`src/rtl/tdm_pkg.sv`:
```
// rtl/tdm_pkg.sv - state type, select-width helper and reset values for the TDM scan controller
package tdm_pkg;

  typedef enum logic {
    TDM_IDLE = 1'b0,
    TDM_SCAN = 1'b1
  } tdm_state_e;

  localparam logic        RST_BUSY      = 1'b0;
  localparam logic        RST_SMP_VALID = 1'b0;
  localparam logic        RST_SMP_DATA  = 1'b0;
  localparam logic        RST_DONE      = 1'b0;
  localparam int unsigned RST_SEL       = 0;
  localparam int unsigned RST_SMP_CH    = 0;

  function automatic int sel_width(input int num_ch);
    return (num_ch < 2) ? 1 : $clog2(num_ch);
  endfunction

endpackage

```
`src/rtl/dwell_counter.sv`:
```
// rtl/dwell_counter.sv - modulo-DWELL counter with clear; tc marks the last cycle of a dwell
module dwell_counter #(
  parameter int DWELL = 3
) (
  input  logic clk,
  input  logic rst,
  input  logic en,
  input  logic clr,
  output logic tc
);

  localparam int            CW   = (DWELL > 1) ? $clog2(DWELL) : 1;
  localparam logic [CW-1:0] LAST = CW'(DWELL - 1);

  logic [CW-1:0] cnt;

  always_ff @(posedge clk) begin
    if (rst || clr) begin
      cnt <= '0;
    end else if (en) begin
      cnt <= (cnt == LAST) ? '0 : cnt + 1'b1;
    end
  end

  // With DWELL=1 the count stays at 0 and every enabled cycle is terminal.
  assign tc = en && (cnt == LAST);

endmodule

```
`src/rtl/tdm_scan_ctrl.sv`:
```
// rtl/tdm_scan_ctrl.sv - TDM mux scan controller; TDM_SCAN_CONTINUOUS_EN selects free-running frames
module tdm_scan_ctrl
  import tdm_pkg::*;
#(
  parameter  int NUM_CH = 4,
  parameter  int DWELL  = 3,
  localparam int SEL_W  = sel_width(NUM_CH)
) (
  input  logic             clk,
  input  logic             rst,
  input  logic             start,
  input  logic             stop,
  input  logic             mux_in,
  output logic [SEL_W-1:0] sel,
  output logic             busy,
  output logic             smp_valid,
  output logic             smp_data,
  output logic [SEL_W-1:0] smp_ch,
  output logic             done
);

  localparam logic [SEL_W-1:0] LAST_CH = SEL_W'(NUM_CH - 1);

  tdm_state_e state;
  logic       tc;
  logic       scan_run;

  // Stop clears the dwell count on the same edge it leaves SCAN.
  assign scan_run = (state == TDM_SCAN) && !stop;

  dwell_counter #(
    .DWELL(DWELL)
  ) u_dwell (
    .clk(clk),
    .rst(rst),
    .en (scan_run),
    .clr(!scan_run),
    .tc (tc)
  );

  always_ff @(posedge clk) begin
    if (rst) begin
      state     <= TDM_IDLE;
      sel       <= SEL_W'(RST_SEL);
      busy      <= RST_BUSY;
      smp_valid <= RST_SMP_VALID;
      smp_data  <= RST_SMP_DATA;
      smp_ch    <= SEL_W'(RST_SMP_CH);
      done      <= RST_DONE;
    end else begin
      smp_valid <= 1'b0;
      done      <= 1'b0;
      case (state)
        TDM_IDLE: begin
          if (start && !stop) begin
            state <= TDM_SCAN;
            busy  <= 1'b1;
            sel   <= '0;
          end
        end
        TDM_SCAN: begin
          if (stop) begin
            state <= TDM_IDLE;
            busy  <= 1'b0;
            sel   <= '0;
          end else if (tc) begin
            smp_data  <= mux_in;
            smp_ch    <= sel;
            smp_valid <= 1'b1;
            if (sel == LAST_CH) begin
              done <= 1'b1;
              sel  <= '0;
`ifndef TDM_SCAN_CONTINUOUS_EN
              state <= TDM_IDLE;
              busy  <= 1'b0;
`endif
            end else begin
              sel <= sel + 1'b1;
            end
          end
        end
        default: state <= TDM_IDLE;
      endcase
    end
  end

endmodule

```
`config.mk`:
```
export PLATFORM = sky130hd
export DESIGN_NAME = tdm_scan_ctrl
export DESIGN_NICKNAME = d
export VERILOG_FILES = /design/src/rtl/tdm_pkg.sv /design/src/rtl/dwell_counter.sv /design/src/rtl/tdm_scan_ctrl.sv
export SDC_FILE = /design/constraint.sdc
export NUM_CORES = 1
export LEC_CHECK = 0
export ABC_AREA = 1
export CAP_MARGIN = 15
export CORE_AREA = 2 2 39 41
export CTS_CLUSTER_SIZE = 10
export DETAILED_ROUTE_END_ITERATION = 16
export DIE_AREA = 0 0 41 43
export PLACE_DENSITY = 0.66
export SLEW_MARGIN = 20
export SYNTH_ARGS = -nofsm -noshare
export SYNTH_HDL_FRONTEND = slang
export SYNTH_SLANG_ARGS = --single-unit
```
`constraint.sdc`:
```
create_clock -name clk -period 1.08 [get_ports clk]
set_input_delay 0.108 -clock clk [delete_from_list [all_inputs] [get_ports clk]]
set_output_delay 0.108 -clock clk [all_outputs]
set_load 0.02 [all_outputs]
```
# After elaboration in Yosys (flattened, before gate mapping)
# Cells that the tools add are included.
[word_totals]
regBits = 11
input_bits = 5
out_inout_bits = 8
[op_classes]
add_sub_neg = 2
n_eq_ne = 5
muxes = 18
bitwise = 3
reduce_logical = 11
[ops]
columns = ["op", "n"]
rows = [
  ["2-to-1 mux 1 bit", 10],
  ["2-to-1 mux 2 bit", 5],
  ["!= test 3 x 2 -> 1 bit (second input constant)", 2],
  ["AND reduction 3 bit", 2],
  ["adder 2 x 1 -> 2 bit (second input constant)", 2],
  ["== test 2 bit (second input constant)", 2],
  ["case mux 1 bit (2 select lines)", 2],
  ["case mux 2 bit (2 select lines)", 1],
  ["OR reduction 4 bit", 1],
  ["logical AND 1 bit", 3],
  ["NOT 1 bit", 3],
  ["OR reduction 3 bit", 1],
  ["zero test 1 bit", 2],
  ["!= test 2 bit (second input constant)", 1],
  ["AND reduction 2 bit", 1],
  ["logical OR 1 bit", 1],
]

# Depth between registers and ports, before layout
[depth]
depth_word = 6
depth_mapped = 8
depth_no_buf = 8

# By module
# From an unflattened synthesis, not the netlist that was laid out.
[hier_totals]
hier_cells = 59
area_unflattened_um2 = 457.9
[modules_own_cells]
columns = ["mod", "instances", "cells_each", "area_per_inst_um2"]
rows = [
  ["tdm_scan_ctrl", 1, 45, 366.6],
  ["dwell_counter", 1, 14, 91.3],
]

# Worst setup path after synthesis
# OpenSTA, ideal clock, no wires.
[synth_path]
path_kind = "reg-to-reg"
startpoint = "reg sel[0]"
endpoint = "reg sel[0]"
arrival_ps = 1025
slack_ps = -61
path_stages_with_launch = 7
path_cell_list = "dfxtp_1 -> ha_1 -> inv_1 -> nand3_1 -> nor2_1 -> o21ai_0 -> nor2_1"
[synth_between]
elab_chain_cells = 5
word_cells_on_any_way = 6
cone_classes = "1 x add/sub; 1 x eq/ne; 4 x mux"
[synth_lines]
columns = ["element", "line", "rtl"]
rows = [
  ["from (decl)", "tdm_scan_ctrl.sv:14", "output logic [SEL_W-1:0] sel,"],
  ["from (signal assigned)", "tdm_scan_ctrl.sv:44", "sel <= SEL_W'(RST_SEL);"],
  ["from (signal assigned)", "tdm_scan_ctrl.sv:78", "sel <= sel + 1'b1;"],
  ["adder 2 x 1 -> 2 bit / == test 2 bit (equally long branches)", "tdm_scan_ctrl.sv:78, tdm_scan_ctrl.sv:70", ""],
  ["2-to-1 mux 2 bit *", "tdm_scan_ctrl.sv:70", "if (sel == LAST_CH) begin"],
  ["2-to-1 mux 2 bit *", "tdm_scan_ctrl.sv:66", "end else if (tc) begin"],
  ["2-to-1 mux 2 bit *", "tdm_scan_ctrl.sv:62", "if (stop) begin"],
  ["case mux 2 bit (2 select lines) *", "tdm_scan_ctrl.sv:53", "case (state)"],
]
# Mark *: on every way between the ends. The rest lies on a longest branch, timed or not. The select of a mux whose other input is x is not followed.
# A chain may end at the register's enable or synchronous reset.

# Worst setup path in the final report
# Ends and elaborated chain as after synthesis.

==> impl_metrics.toml <==
[outcome]
status = "completed"

[pwr]
seq_power_share = 0.514
p_sw_frac = 0.2614
p_per_area_mw_per_mm2 = 1313
p_leak_nw = 0.2826
power_mw = 0.8460
combinationalPowerShare = 0.155
p_int_mw = 0.6248
vdd_drop_max_mv = 0.5189
p_switching_mw = 0.2212
clkPwrFrac = 0.331

[yosys]
synth_area_um2 = 435.4
ys_warn_count = 0
synth_top_family_by_area = "simple AND/OR/NAND/NOR gates"
synth-simple-area-share = 0.3391
syn_avg_cell_area_um2 = 7.639
ys_types = 15
synth_top_area_cell = "dfxtp_1"
syn_nets = 63
seq_area_frac_synth = 0.5057
synthTopCellsByArea = "dfxtp_1, nor2_1, nand2_1, nand3_1, nor3_1"
synth_top_area_frac = 0.5057
synth.area.mux_share = 0
synth-adder-area-share = 0.02874
synth_compound_area_frac = 0.05747
syn_inst = 57
synth_seq_cells = 11
synth_xor_area_frac = 0

[sta]
fin_skew_ns = 0.005667
finalCriticalPeriod_ns = 1.044
relSlewSlack = 0.8656
period_share = 0.9663
setup_violations = 0
fmax_mhz = 958.2
tightestPinTransition_ns = 0.2014
final_hold_viol_count = 0
drv_slew = 0
rsz0062_at_grt = "true"

[placed_design]
place_inst = 86
dpl.hpwl_um = 609.3
place.gp.congestion = 0.7556
io_buffers = 12

[hold_path]
hold_depth = 1
min_to = "u_dwell.cnt[0]"
hp-class = "reg -> reg"
min_from = "u_dwell.cnt[0]"

[global_routing]
grt_pass1_wl_um = 1290
grt_max_degree = 8
overflow = 0
antenna_found_initial = 0
grt_use_total = 0.1097
grt_pass1_vias = 348

[clock_network]
hold_buffers = 0
cts_buffer_depth = 2
path_clk_slew_ns = 0.07
cts-htree-levels = 1
clk_latency_ns = 0.27
root_buffer = "clkbuf_4"
cts_tree = "yes"
clock_sinks = 11
cts_inserted_buffers = 3

[setup_path]
reg2reg_setup_slack_ns = 0.04
critPathKind = "reg -> reg"
reg2reg_to = "sel[0]"
critPathMaxFanout = 4
startpoint_type = "flop"
timing.rr.start = "sel[0]"
critPathCaptureType = "flop"
required_ns = 1.28
crit_arrival_ns = 1.24
ff2ff_path_depth = 6

[floorplanning]
die_w_um = 41
rows = 14
die-height_um = 43
io_pins = 13
start_util = 0.3146
core_region_area_mm2 = 0.001384
die-area_mm2 = 0.001763

[routing]
drtAntennaViolNets = 0
wl_um = 871
post_drt_via_cell_ratio = 4.554
post-route-drc-count = 0
wl_per_cell_um = 9.467
drt_iter0_markers = 9
first_pass_iters = 4
vias = 419

[layout]
layout.cells.most_common_list = "nor2_1, nand2_1, dfxtp_1"
diodes = 0
stdcell_count = 92
fin_nets = 83
n_fill_cell = 146
synthToLayoutAreaGrowth_pct = 47.99
drive_above_1_share = 0.2632
final_common_cell = "nor2_1"

[job]
max-cap-violations = 0
[worst max path at each step]
stage / slack, ns / start / to
after floorplan: 0.05 / sel[0] / sel[0]
after global placement: -0.13 / stop / sel[0]
after detailed placement: -0.14 / stop / smp_ch[1]
after CTS: 0.01 / sel[0] / sel[0]
after global routing: -0.04 / state / sel[1]
final: 0.04 / sel[0] / sel[0]
[registers in the layout, indices dropped and copies added (netlist names)]
name	flops
u_dwell.cnt	2
sel	2
state	1
smp_ch	2
smp_data	1
busy	1
smp_valid	1
done	1
[worst max-delay path: stages (launching register included)]
cell	delay, ns
dfxtp_4	0.36
ha_2	0.18
inv_2	0.08
nand3_4	0.08
nor2_2	0.10
o21ai_1	0.06
nor2_1	0.12
[cell families (layout without fill, tap and decap cells)]
group,Yosys count,in the layout
flip-flops,11,11
buffers and inverters,8,27
adder cells (fa/ha/maj),1,1
AO/OA/AOI/OAI,5,5
AND/OR/NAND/NOR,32,32
[power by group through the flow]
| stage | Sequential [mW] | Combinational [mW] | Clock [mW] |
|---|---|---|---|
| after floorplan | 0.453 | 0.0562 | 0 |
| after global placement | 0.442 | 0.115 | 0 |
| after detailed placement | 0.443 | 0.116 | 0 |
| after CTS | 0.433 | 0.111 | 0.286 |
| after global routing | 0.436 | 0.145 | 0.311 |
| final | 0.435 | 0.131 | 0.280 |
[synth_stat cells]
cell / count
o21ai_1: 3
nor2_1: 12
inv_2: 3
dfxtp_1: 11
a21oi_1: 1
nand2_2: 2
o21ai_0: 1
nor3_1: 3
inv_1: 4
clkinv_1: 1
nor2_4: 1
nand3_2: 1
nand3_1: 4
nand2_1: 9
ha_1: 1
[layout make-up]
| type | count | area, um2 | share of cell area |
|---|---|---|---|
| inverters | 8 | 30.03 | 0.04660 |
| multi-input cells | 38 | 202.7 | 0.3146 |
| repair buffers | 15 | 138.9 | 0.2155 |
| well taps | 16 | 20.02 | 0.03107 |
| flip-flops and latches | 11 | 226.5 | 0.3515 |
| clock buffers | 4 | 26.28 | 0.04078 |
[timing repair]
action | in CTS | in global routing
pin swaps | 0 | 3
endpoints found under the setup margin | 8 | 8
setup buffers | 0 | 2
resized for setup | 9 | 12
[stage by stage]
| stage | util | hold slack [ns] | setup slack (ns) | setup TNS [ns] | cell area, um2 |
|---|---|---|---|---|---|
| 2_1_floorplan | - | 0.1771 | 0.05025 | 0 | 437.9 |
| 6_report | 0.4656 | 0.4219 | 0.03638 | 0 | 644.4 |
| 4_1_cts | 0.4358 | 0.4282 | 0.009761 | 0 | 603.1 |
| 3_5_place_dp | 0.4231 | 0.4188 | -0.1437 | -0.7183 | 585.6 |
| 5_1_grt | 0.4656 | 0.4466 | -0.03784 | -0.07410 | 644.4 |
| 3_3_place_gp | 0.4231 | 0.4102 | -0.1282 | -0.6896 | 585.6 |
[metal layers]
| metal | GRT usage | share of wire | vias up |
|---|---|---|---|
| met5 | 0 | 0 | - |
| met4 | 0.1000 | 0 | 0 |
| met3 | 0.01571 | 0.040 | 0 |
| met2 | 0.1594 | 0.54 | 13 |
| met1 | 0.1294 | 0.42 | 190 |
| li1 | - | - | 216 |
Power figures use the tool's default switching activity.
==> RTL edit: new RTL, config.mk and constraints unchanged <==
Put one more register stage on the output `smp_ch`, cleared by the reset. The value now appears one clock later. The other outputs are not delayed to match.
--- a/src/rtl/tdm_scan_ctrl.sv
+++ b/src/rtl/tdm_scan_ctrl.sv
@@ -21,4 +21,6 @@
 
   localparam logic [SEL_W-1:0] LAST_CH = SEL_W'(NUM_CH - 1);
+
+  logic [SEL_W-1:0] smp_ch_s0;
 
   tdm_state_e state;
@@ -46,5 +48,5 @@
       smp_valid <= RST_SMP_VALID;
       smp_data  <= RST_SMP_DATA;
-      smp_ch    <= SEL_W'(RST_SMP_CH);
+      smp_ch_s0 <= SEL_W'(RST_SMP_CH);
       done      <= RST_DONE;
     end else begin
@@ -66,5 +68,5 @@
           end else if (tc) begin
             smp_data  <= mux_in;
-            smp_ch    <= sel;
+            smp_ch_s0 <= sel;
             smp_valid <= 1'b1;
             if (sel == LAST_CH) begin
@@ -85,4 +87,12 @@
   end
 
+  always_ff @(posedge clk) begin
+    if (rst) begin
+      smp_ch <= '0;
+    end else begin
+      smp_ch <= smp_ch_s0;
+    end
+  end
+
 endmodule
 
Behaviour: not the same (Yosys sat finds a counterexample within 10 cycles, from zero or initial values and one cycle with rst high).
==> RTL edit against the unedited design <==
- non-clock buffer count up 1
- die area is the same
- power rose by 11%
- worst hold slack worse by 0.11 ns
- synthesized area grew 22%
- sequential power increased by 17%
- global-route usage is 0.94 points higher
- core utilization is 7.4 points higher
- sequential cell count rose by 2
- design area rose by 16%
- worst setup slack gained 0.015 ns
- wire length unchanged
- first-iteration DRC count is 67% lower
- critical endpoint is now smp_data
- highest routed layer unchanged
==> RTL edit: results (changes against the unedited design) <==
\begin{tabular}{lr}
\hline
Metric & Value \\
\hline
\multicolumn{2}{l}{\textbf{Route}} \\
\quad Detailed-router iteration count before antenna repair & 3 (-1) \\
\quad Metal3 WL & 47 um (+34\%) \\
\quad Total via count in the routed design & 454 (+8.4\%) \\
\multicolumn{2}{l}{\textbf{Layout}} \\
\quad Seq area share & 35.5\% (+0.37 points) \\
\quad Layout buffering overhead excluding clock cells & 19.6\% (-2.0 points) \\
\quad Layout cells sized above 1 & 28.7\% (+2.4 points) \\
\quad Fraction of area in multi-input gates & 32.2\% (+0.70 points) \\
\quad Relative area of clock buffers and inverters in the final design & 3.52\% (-0.56 points) \\
\multicolumn{2}{l}{\textbf{Pwr}} \\
\quad Register share of total power & 53.8\% (+2.4 points) \\
\quad Peak ir drop on the vdd network & 0.981 mV (+89\%) \\
\quad Power dissipated in combinational cells & 0.151 mW (+15\%) \\
\quad Power spent charging and discharging nets & 0.236 mW (+6.6\%) \\
\quad Total power after layout & 0.943 mW (+11\%) \\
\multicolumn{2}{l}{\textbf{Place}} \\
\quad Detailed-placement wirelength estimate & 685 um (+12\%) \\
\quad Instance area at placement & 704 sq um (+20\%) \\
\quad Final weighted congestion of routability-driven global placement & 0.718 (-5.0\%) \\
\multicolumn{2}{l}{\textbf{GRT}} \\
\quad First-pass GRT wire length & 1430 um (+11\%) \\
\quad Number of global-route vias before repair & 374 (+7.5\%) \\
\quad Met3 demand-to-capacity share in global routing & 7.85\% (+6.3 points) \\
\multicolumn{2}{l}{\textbf{Outcome}} \\
\quad Outcome & finished clean \\
\multicolumn{2}{l}{\textbf{STA}} \\
\quad Worst clock skew on the final layout & 0.00157 ns (-0.00410 ns) \\
\multicolumn{2}{l}{\textbf{Synth}} \\
\quad Number of flip-flops and latches in the synthesized netlist & 13 (+2) \\
\quad Net Count, Synth & 73 (+16\%) \\
\quad Synth top area cells & dfxtp\_1 49\%, nand3\_1 8.5\%, nand2\_1 7.8\% \\
\multicolumn{2}{l}{\textbf{Worst hold path}} \\
\quad Class of the tightest hold or removal check & input pin to flop \\
\quad Hold Path Depth & 4 (+3) \\
\multicolumn{2}{l}{\textbf{Setup path}} \\
\quad Peak per-stage delay on the critical path & 0.33 ns (-0.03 ns) \\
\quad Worst reg-to-reg path cell count & 7 (+1) \\
\hline
\end{tabular}
-- RTL edit: per-stage QoR --
stage / util [%] / instances / hold WS, ns / setup slack [ns]
after global routing: 54.0 / 103 / 0.343 / 0.00205
final: 54.0 / 103 / 0.311 / 0.0518
after detailed placement: 50.9 / 99 / 0.412 / -0.201
after CTS: 52.1 / 103 / 0.415 / 0.00662
after global placement: 50.9 / 99 / 0.406 / -0.189
after floorplan: - / 67 / 0.177 / 0.0392
-- RTL edit: worst register-to-register path, stage by stage, from the launching register on --
cell and delay (ns):
dfxtp_2 0.34, ha_1 0.21, inv_2 0.08, nand3_4 0.07, nand3_1 0.08, nand2_1 0.05
clkinv_1 0.05, nor2_2 0.03
-- RTL edit: final timing paths --
| check | startpoint | end |
|---|---|---|
| max reg2reg | sel[0] | busy |
| min reg2reg | u_dwell.cnt[0] | u_dwell.cnt[0] |
| max | smp_data | smp_data |
| min | stop | smp_data |
